$ cat config.mk
export PLATFORM = sky130hd
export DESIGN_NAME = ctrl_unit_mc
export DESIGN_NICKNAME = d
export VERILOG_FILES = /design/src/rtl/ctrl_unit_mc.sv
export SDC_FILE = /design/constraint.sdc
export NUM_CORES = 1
export LEC_CHECK = 0
export CORE_MARGIN = 2
export CORE_UTILIZATION = 33
export DETAILED_ROUTE_END_ITERATION = 8
export PLACE_DENSITY = 0.76
export SLEW_MARGIN = 20
export SYNTH_ARGS = -nofsm -noshare
export SYNTH_HDL_FRONTEND = slang
export SYNTH_SLANG_ARGS = --single-unit
$ cat constraint.sdc
create_clock -name CLK -period 1.9 [get_ports CLK]
set_input_delay 0.38 -clock CLK [delete_from_list [all_inputs] [get_ports CLK]]
set_output_delay 0.38 -clock CLK [all_outputs]
set_load 0.05 [all_outputs]
$ cat src/rtl/ctrl_unit_mc.sv
// ctrl_unit_mc: registered multi-cycle control unit for the 8-bit CPU.
// Decodes loadi/mov/add/sub/and/or/j/beq/lwd/lwi/swd/swi and sequences
// data-memory accesses with a BUSYWAIT handshake, stalling fetch meanwhile.
//
// Optional feature macro: CTRL_MEM_TIMEOUT_EN (memory access timeout, MEM_ERR).
//
// Ports:
//   CLK, RESET (async, active low)
//   INSTRUCTION[31:0], INSTR_VALID  - instruction from fetch, opcode in [OPCODE_W-1:0]
//   BUSYWAIT                        - data memory busy
//   WRITEENABLE, ALUOP, COMPLEMENT_FLAG, IMMEDIATE_FLAG, MEM_TO_REG - datapath controls
//   JUMP, BRANCH                    - PC redirect requests
//   MEM_READ, MEM_WRITE             - data memory requests
//   PC_STALL                        - fetch holds PC and INSTRUCTION
//   ILLEGAL, MEM_ERR                - one-cycle error pulses
module ctrl_unit_mc #(
  parameter int OPCODE_W       = 8,
  parameter int ALUOP_W        = 3,
  parameter int TIMEOUT_CYCLES = 16
) (
  input  logic               CLK,
  input  logic               RESET,
  input  logic [31:0]        INSTRUCTION,
  input  logic               INSTR_VALID,
  input  logic               BUSYWAIT,
  output logic               WRITEENABLE,
  output logic [ALUOP_W-1:0] ALUOP,
  output logic               COMPLEMENT_FLAG,
  output logic               IMMEDIATE_FLAG,
  output logic               MEM_TO_REG,
  output logic               JUMP,
  output logic               BRANCH,
  output logic               MEM_READ,
  output logic               MEM_WRITE,
  output logic               PC_STALL,
  output logic               ILLEGAL,
  output logic               MEM_ERR
);

  typedef enum logic [1:0] {S_DEC, S_MEM, S_WB} state_t;

  typedef struct packed {
    logic               we;
    logic [ALUOP_W-1:0] aluop;
    logic               comp;
    logic               imm;
    logic               mtr;
    logic               jump;
    logic               branch;
    logic               mrd;
    logic               mwr;
    logic               stall;
    logic               ill;
  } ctrl_t;

  localparam logic [ALUOP_W-1:0] ALU_FWD = ALUOP_W'(0);
  localparam logic [ALUOP_W-1:0] ALU_ADD = ALUOP_W'(1);
  localparam logic [ALUOP_W-1:0] ALU_AND = ALUOP_W'(2);
  localparam logic [ALUOP_W-1:0] ALU_OR  = ALUOP_W'(3);

  state_t state_q, state_d;
  ctrl_t  ctrl_q, ctrl_d;
  logic   first_q, first_d;  // high on the request edge of an access, where BUSYWAIT is not yet meaningful

  logic [OPCODE_W-1:0] opcode;
  logic [3:0]          op_lo;
  logic                legal;
  logic                done;    // access completes this edge
  logic                tmo;     // access aborts this edge

  assign opcode = INSTRUCTION[OPCODE_W-1:0];
  assign op_lo  = opcode[3:0];
  // Any nonzero bit above bit 3 makes the opcode undefined.
  assign legal  = (opcode < OPCODE_W'(12));

  // Operand fields belong to the datapath; only the opcode matters here.
  logic unused_bits;
  assign unused_bits = ^{1'b0, INSTRUCTION[31:OPCODE_W], 8'(TIMEOUT_CYCLES)};

  assign done = (state_q == S_MEM) && !first_q && !BUSYWAIT;

`ifdef CTRL_MEM_TIMEOUT_EN
  logic [7:0] cnt_q, cnt_d;  // S_MEM edges already taken in this access
  logic       merr_q, merr_d;
  // cnt_q == N-1 means the current edge is the N-th S_MEM edge.
  assign tmo    = (state_q == S_MEM) && BUSYWAIT && (cnt_q == 8'(TIMEOUT_CYCLES - 1));
  assign cnt_d  = (state_q == S_MEM) ? cnt_q + 8'd1 : 8'd0;
  assign merr_d = tmo;
  assign MEM_ERR = merr_q;
`else
  assign tmo     = 1'b0;
  assign MEM_ERR = 1'b0;
`endif

  // State register (also holds the registered outputs)
  always_ff @(posedge CLK or negedge RESET) begin
    if (!RESET) begin
      state_q <= S_DEC;
      ctrl_q  <= '0;
      first_q <= 1'b0;
`ifdef CTRL_MEM_TIMEOUT_EN
      cnt_q   <= 8'd0;
      merr_q  <= 1'b0;
`endif
    end else begin
      state_q <= state_d;
      ctrl_q  <= ctrl_d;
      first_q <= first_d;
`ifdef CTRL_MEM_TIMEOUT_EN
      cnt_q   <= cnt_d;
      merr_q  <= merr_d;
`endif
    end
  end

  // Next-state logic
  always_comb begin
    state_d = state_q;
    first_d = 1'b0;
    unique case (state_q)
      S_DEC: if (INSTR_VALID && legal && op_lo[3]) begin
        state_d = S_MEM;
        first_d = 1'b1;
      end
      S_MEM: begin
        if (done)     state_d = ctrl_q.mrd ? S_WB : S_DEC;
        else if (tmo) state_d = S_DEC;
      end
      S_WB:    state_d = S_DEC;
      default: state_d = S_DEC;
    endcase
  end

  // Output logic: next value of every registered control output
  always_comb begin
    ctrl_d        = ctrl_q;  // ALUOP / COMP / IMM hold unless re-decoded
    ctrl_d.we     = 1'b0;
    ctrl_d.mtr    = 1'b0;
    ctrl_d.jump   = 1'b0;
    ctrl_d.branch = 1'b0;
    ctrl_d.ill    = 1'b0;
    unique case (state_q)
      S_DEC: begin
        ctrl_d.mrd   = 1'b0;
        ctrl_d.mwr   = 1'b0;
        ctrl_d.stall = 1'b0;
        if (INSTR_VALID) begin
          if (!legal) begin
            ctrl_d.ill = 1'b1;
          end else begin
            unique case (op_lo)
              4'd0: begin ctrl_d.we = 1'b1; ctrl_d.aluop = ALU_FWD; ctrl_d.comp = 1'b0; ctrl_d.imm = 1'b1; end
              4'd1: begin ctrl_d.we = 1'b1; ctrl_d.aluop = ALU_FWD; ctrl_d.comp = 1'b0; ctrl_d.imm = 1'b0; end
              4'd2: begin ctrl_d.we = 1'b1; ctrl_d.aluop = ALU_ADD; ctrl_d.comp = 1'b0; ctrl_d.imm = 1'b0; end
              4'd3: begin ctrl_d.we = 1'b1; ctrl_d.aluop = ALU_ADD; ctrl_d.comp = 1'b1; ctrl_d.imm = 1'b0; end
              4'd4: begin ctrl_d.we = 1'b1; ctrl_d.aluop = ALU_AND; ctrl_d.comp = 1'b0; ctrl_d.imm = 1'b0; end
              4'd5: begin ctrl_d.we = 1'b1; ctrl_d.aluop = ALU_OR;  ctrl_d.comp = 1'b0; ctrl_d.imm = 1'b0; end
              4'd6: ctrl_d.jump = 1'b1;
              4'd7: begin ctrl_d.branch = 1'b1; ctrl_d.aluop = ALU_ADD; ctrl_d.comp = 1'b1; ctrl_d.imm = 1'b0; end
              default: begin
                // 8..11: lwd, lwi, swd, swi -- bit 1 selects store, bit 0 immediate
                ctrl_d.mrd   = !op_lo[1];
                ctrl_d.mwr   = op_lo[1];
                ctrl_d.aluop = ALU_FWD;
                ctrl_d.comp  = 1'b0;
                ctrl_d.imm   = op_lo[0];
                ctrl_d.stall = 1'b1;
              end
            endcase
          end
        end
      end
      S_MEM: begin
        if (done) begin
          ctrl_d.mrd   = 1'b0;
          ctrl_d.mwr   = 1'b0;
          ctrl_d.we    = ctrl_q.mrd;
          ctrl_d.mtr   = ctrl_q.mrd;
          ctrl_d.stall = ctrl_q.mrd;  // loads keep fetch stalled through writeback
        end else if (tmo) begin
          ctrl_d.mrd   = 1'b0;
          ctrl_d.mwr   = 1'b0;
          ctrl_d.stall = 1'b0;
        end
      end
      default: begin  // S_WB
        ctrl_d.mrd   = 1'b0;
        ctrl_d.mwr   = 1'b0;
        ctrl_d.stall = 1'b0;
      end
    endcase
  end

  assign WRITEENABLE     = ctrl_q.we;
  assign ALUOP           = ctrl_q.aluop;
  assign COMPLEMENT_FLAG = ctrl_q.comp;
  assign IMMEDIATE_FLAG  = ctrl_q.imm;
  assign MEM_TO_REG      = ctrl_q.mtr;
  assign JUMP            = ctrl_q.jump;
  assign BRANCH          = ctrl_q.branch;
  assign MEM_READ        = ctrl_q.mrd;
  assign MEM_WRITE       = ctrl_q.mwr;
  assign PC_STALL        = ctrl_q.stall;
  assign ILLEGAL         = ctrl_q.ill;

endmodule

==> out/results.txt <==
Clk slew on worst S/H paths = 0.09 ns
Die W = 49.4 um
Worst Hold Class = in -> async
Worst Skew = 0.00169 ns
Mapped Cells = 63
CTS HTree Levels = 1
Fmax = 541 MHz
Startpoint Class = primary input
Min cycle time layout = 1.85 ns
Total core area = 1960 sq um
CTS Buf Count = 3
Hold Fails Final Rpt = 0
Max-slew headroom = 66.6%
Synth area leaders = dfrtp_1, mux2_4, nor2_1
Via count = 550
Initial antenna violation count = 0
CTS tree = built
Count of boundary I/O pins = 50
Setup slack, reg-to-reg = 0.24 ns
Final setup viols = 0
Clock power frac = 25.1%
Largest net degree at the start of global routing = 16
Comb power frac = 26.0%
Cell Area, Synth = 681 sq um
CTS root buffer = clkbuf_4
Maxcap violations = 0
Critical path capture point type = flop
Yosys top cell by area = dfrtp_1
Vias in the first global route = 522
Clk buf depth = 2
Leading cell types in the layout, fill and taps excluded = clkdlybuf4s50_1, dfrtp_1, buf_4, nor2_1
Setup TNS Final = 0 ns
Pleak = 0.491 nW
Final antenna-violating net count = 0
RD Place Congestion = 0.707
Worst r2r src = state_q[0]$_DFFE_PN0P_
Sequential Area = 375 sq um
WL/cell = 11.8 um
# DRC = 0
Area used by multi-input combinational logic = 270 sq um
Seq pwr share = 48.9%
Post-Synth Adder-Cell Area = 0%
R2R cell count = 4
Die ar. = 2440 sq um
Area share of and/or/nand/nor cells after synthesis = 17.6%
# fillers = 193
Synthesized flop and latch total = 15
Ant. Diodes = 0
# rows = 16
Maximum vdd drop = 0.000328 V
WS Path Type = in -> reg
Total track usage = 12.9%
NetSw = 0.223 mW
Starting Density = 34.7%
Mux cell area share after synthesis = 5.88%
Reg2reg end = ALUOP[0]$_DFFE_PN0P_
Post-Synth XOR/XNOR Area = 0%
Main combinational cell family by area after synthesis = simple AND/OR/NAND/NOR gates
First drt pass iteration count = 2
Synth Area in Compound Gates = 14.7%
PD cells = 714 nW/um^2
Global-route wire length before repair = 2.41 mm
Worst path required time = 2.07 ns
Seq/Total Area, Yosys = 55.1%
Layout Utilization = 50.6%
I/O Buffers = 23
Critical path arrival = 2.02 ns
Vias per inst = 4.58
WL final = 1.41 mm
Mean Syn Cell Area = 10.8 sq um
Clock latency on the worst-skew pair = 0.28 ns
Layout Cells excl Fill = 120
Placed cells = 116
Final #Nets = 130
Iter 0 DRT Violations = 1
Least-Margin Pin Slew = 0.500 ns
Pwr Total = 0.709 mW
Period utilisation layout = 97.4%
Worst Path Max Fanout = 3
Ratio of cells with drive above 1 in the final layout = 24.7%
RSZ-0062 raised after global routing = no
Die height = 49.4 um
Status = completed
Post-DP HPWL = 1.07 mm
Internal = 0.487 mW
Switch share = 31.4%
Slew Viols, Final = 0
Gr ovfl total = 0
Hold Slack = 0.416 ns
Layout area overhead = 46.0%
Netlist cell types = 27
Share of the synthesized area in the top cell type = 55.1%
Num Clock Sinks = 15
Synth warn = 0
Commonest non-fill, non-tap cell in the layout = clkdlybuf4s50_1
## routing by layer
layer / vias to the layer above / track usage, % / wire length (um)
met5: - / 0 / 0
met4: 0 / 5.56 / 0
met3: 0 / 3.37 / 78
met2: 13 / 20.0 / 685
met1: 264 / 16.8 / 648
li1: 273 / - / -
## cells in the mapped netlist (all sizes together)
library cell / count
a211oi: 1
a21o: 1
a21oi: 2
a22o: 2
a31oi: 1
and3: 1
buf: 2
clkbuf: 2
conb: 1
dfrtp: 15
inv: 5
mux2: 2
mux2i: 1
nand2: 5
nand3: 2
nand3b: 1
nand4: 1
nor2: 7
nor2b: 1
nor3: 2
nor3b: 1
o21a: 1
o21ai: 3
o22ai: 1
or3b: 1
or4: 1
## sequential cells by signal, summed over array words and instances (netlist names)
name / count
MEM_TO_REG: 1
PC_STALL: 1
COMPLEMENT_FLAG: 1
first_q: 1
MEM_WRITE: 1
JUMP: 1
BRANCH: 1
ALUOP: 2
WRITEENABLE: 1
IMMEDIATE_FLAG: 1
ILLEGAL: 1
MEM_READ: 1
state_q: 2
## area by class of cell
cell class	instances	area share, %
inverters	5	1.89
well taps	27	3.40
repair buffers	29	27.0
flip-flops and latches	15	37.8
clock buffers	3	2.27
clock inverters	1	0.504
multi-input cells	40	27.2
## kinds of logic after synthesis
| kind of cell | after synthesis |
|---|---|
| compound gates | 12 |
| buf+inv | 9 |
| flops | 15 |
| mux | 3 |
| other cells | 1 |
| simple gates | 23 |
## power by group through the flow
stage	logic (mW)	registers, mW	clock network, mW
floorplan	0.0493	0.413	0
global placement	0.182	0.352	0
detailed placement	0.183	0.353	0
CTS	0.184	0.347	0.187
global route	0.195	0.349	0.204
finish	0.184	0.347	0.178
## worst max path at each step
stage / slack, ns / depth (start not counted) / start / endpoint
2_1_floorplan: 0.03 / 4 / INSTRUCTION[6] / ALUOP[0]$_DFFE_PN0P_
3_3_place_gp: -0.29 / 5 / INSTRUCTION[6] / IMMEDIATE_FLAG$_DFFE_PN0P_
3_5_place_dp: -0.30 / 5 / INSTRUCTION[6] / ALUOP[0]$_DFFE_PN0P_
4_1_cts: 0.002 / 5 / INSTRUCTION[6] / ALUOP[0]$_DFFE_PN0P_
5_1_grt: 0.02 / 5 / INSTRUCTION[6] / ALUOP[0]$_DFFE_PN0P_
6_report: 0.05 / 5 / INSTRUCTION[6] / ALUOP[0]$_DFFE_PN0P_
## repair_timing
| item | 4_1_cts | 5_1_grt |
|---|---|---|
| resized for setup | 0 | 2 |
| setup buffers | 0 | 0 |
| endpoints found under the setup margin | 0 | 3 |
| hold buffers | 0 | 0 |
## through the flow
step           cell area, sq um  worst slack, ns
3_3_place_gp                961           -0.292
5_1_grt                     993           0.0231
3_5_place_dp                961           -0.301
6_report                    993           0.0503
4_1_cts                     988          0.00158
2_1_floorplan               684           0.0287
## critical path, stage by stage
cell             delay [ns]
clkdlybuf4s50_1        0.40
or4_4                  0.55
a211oi_4               0.20
o21a_4                 0.18
mux2_4                 0.30
Note: power is estimated with default switching activity, not from simulation.
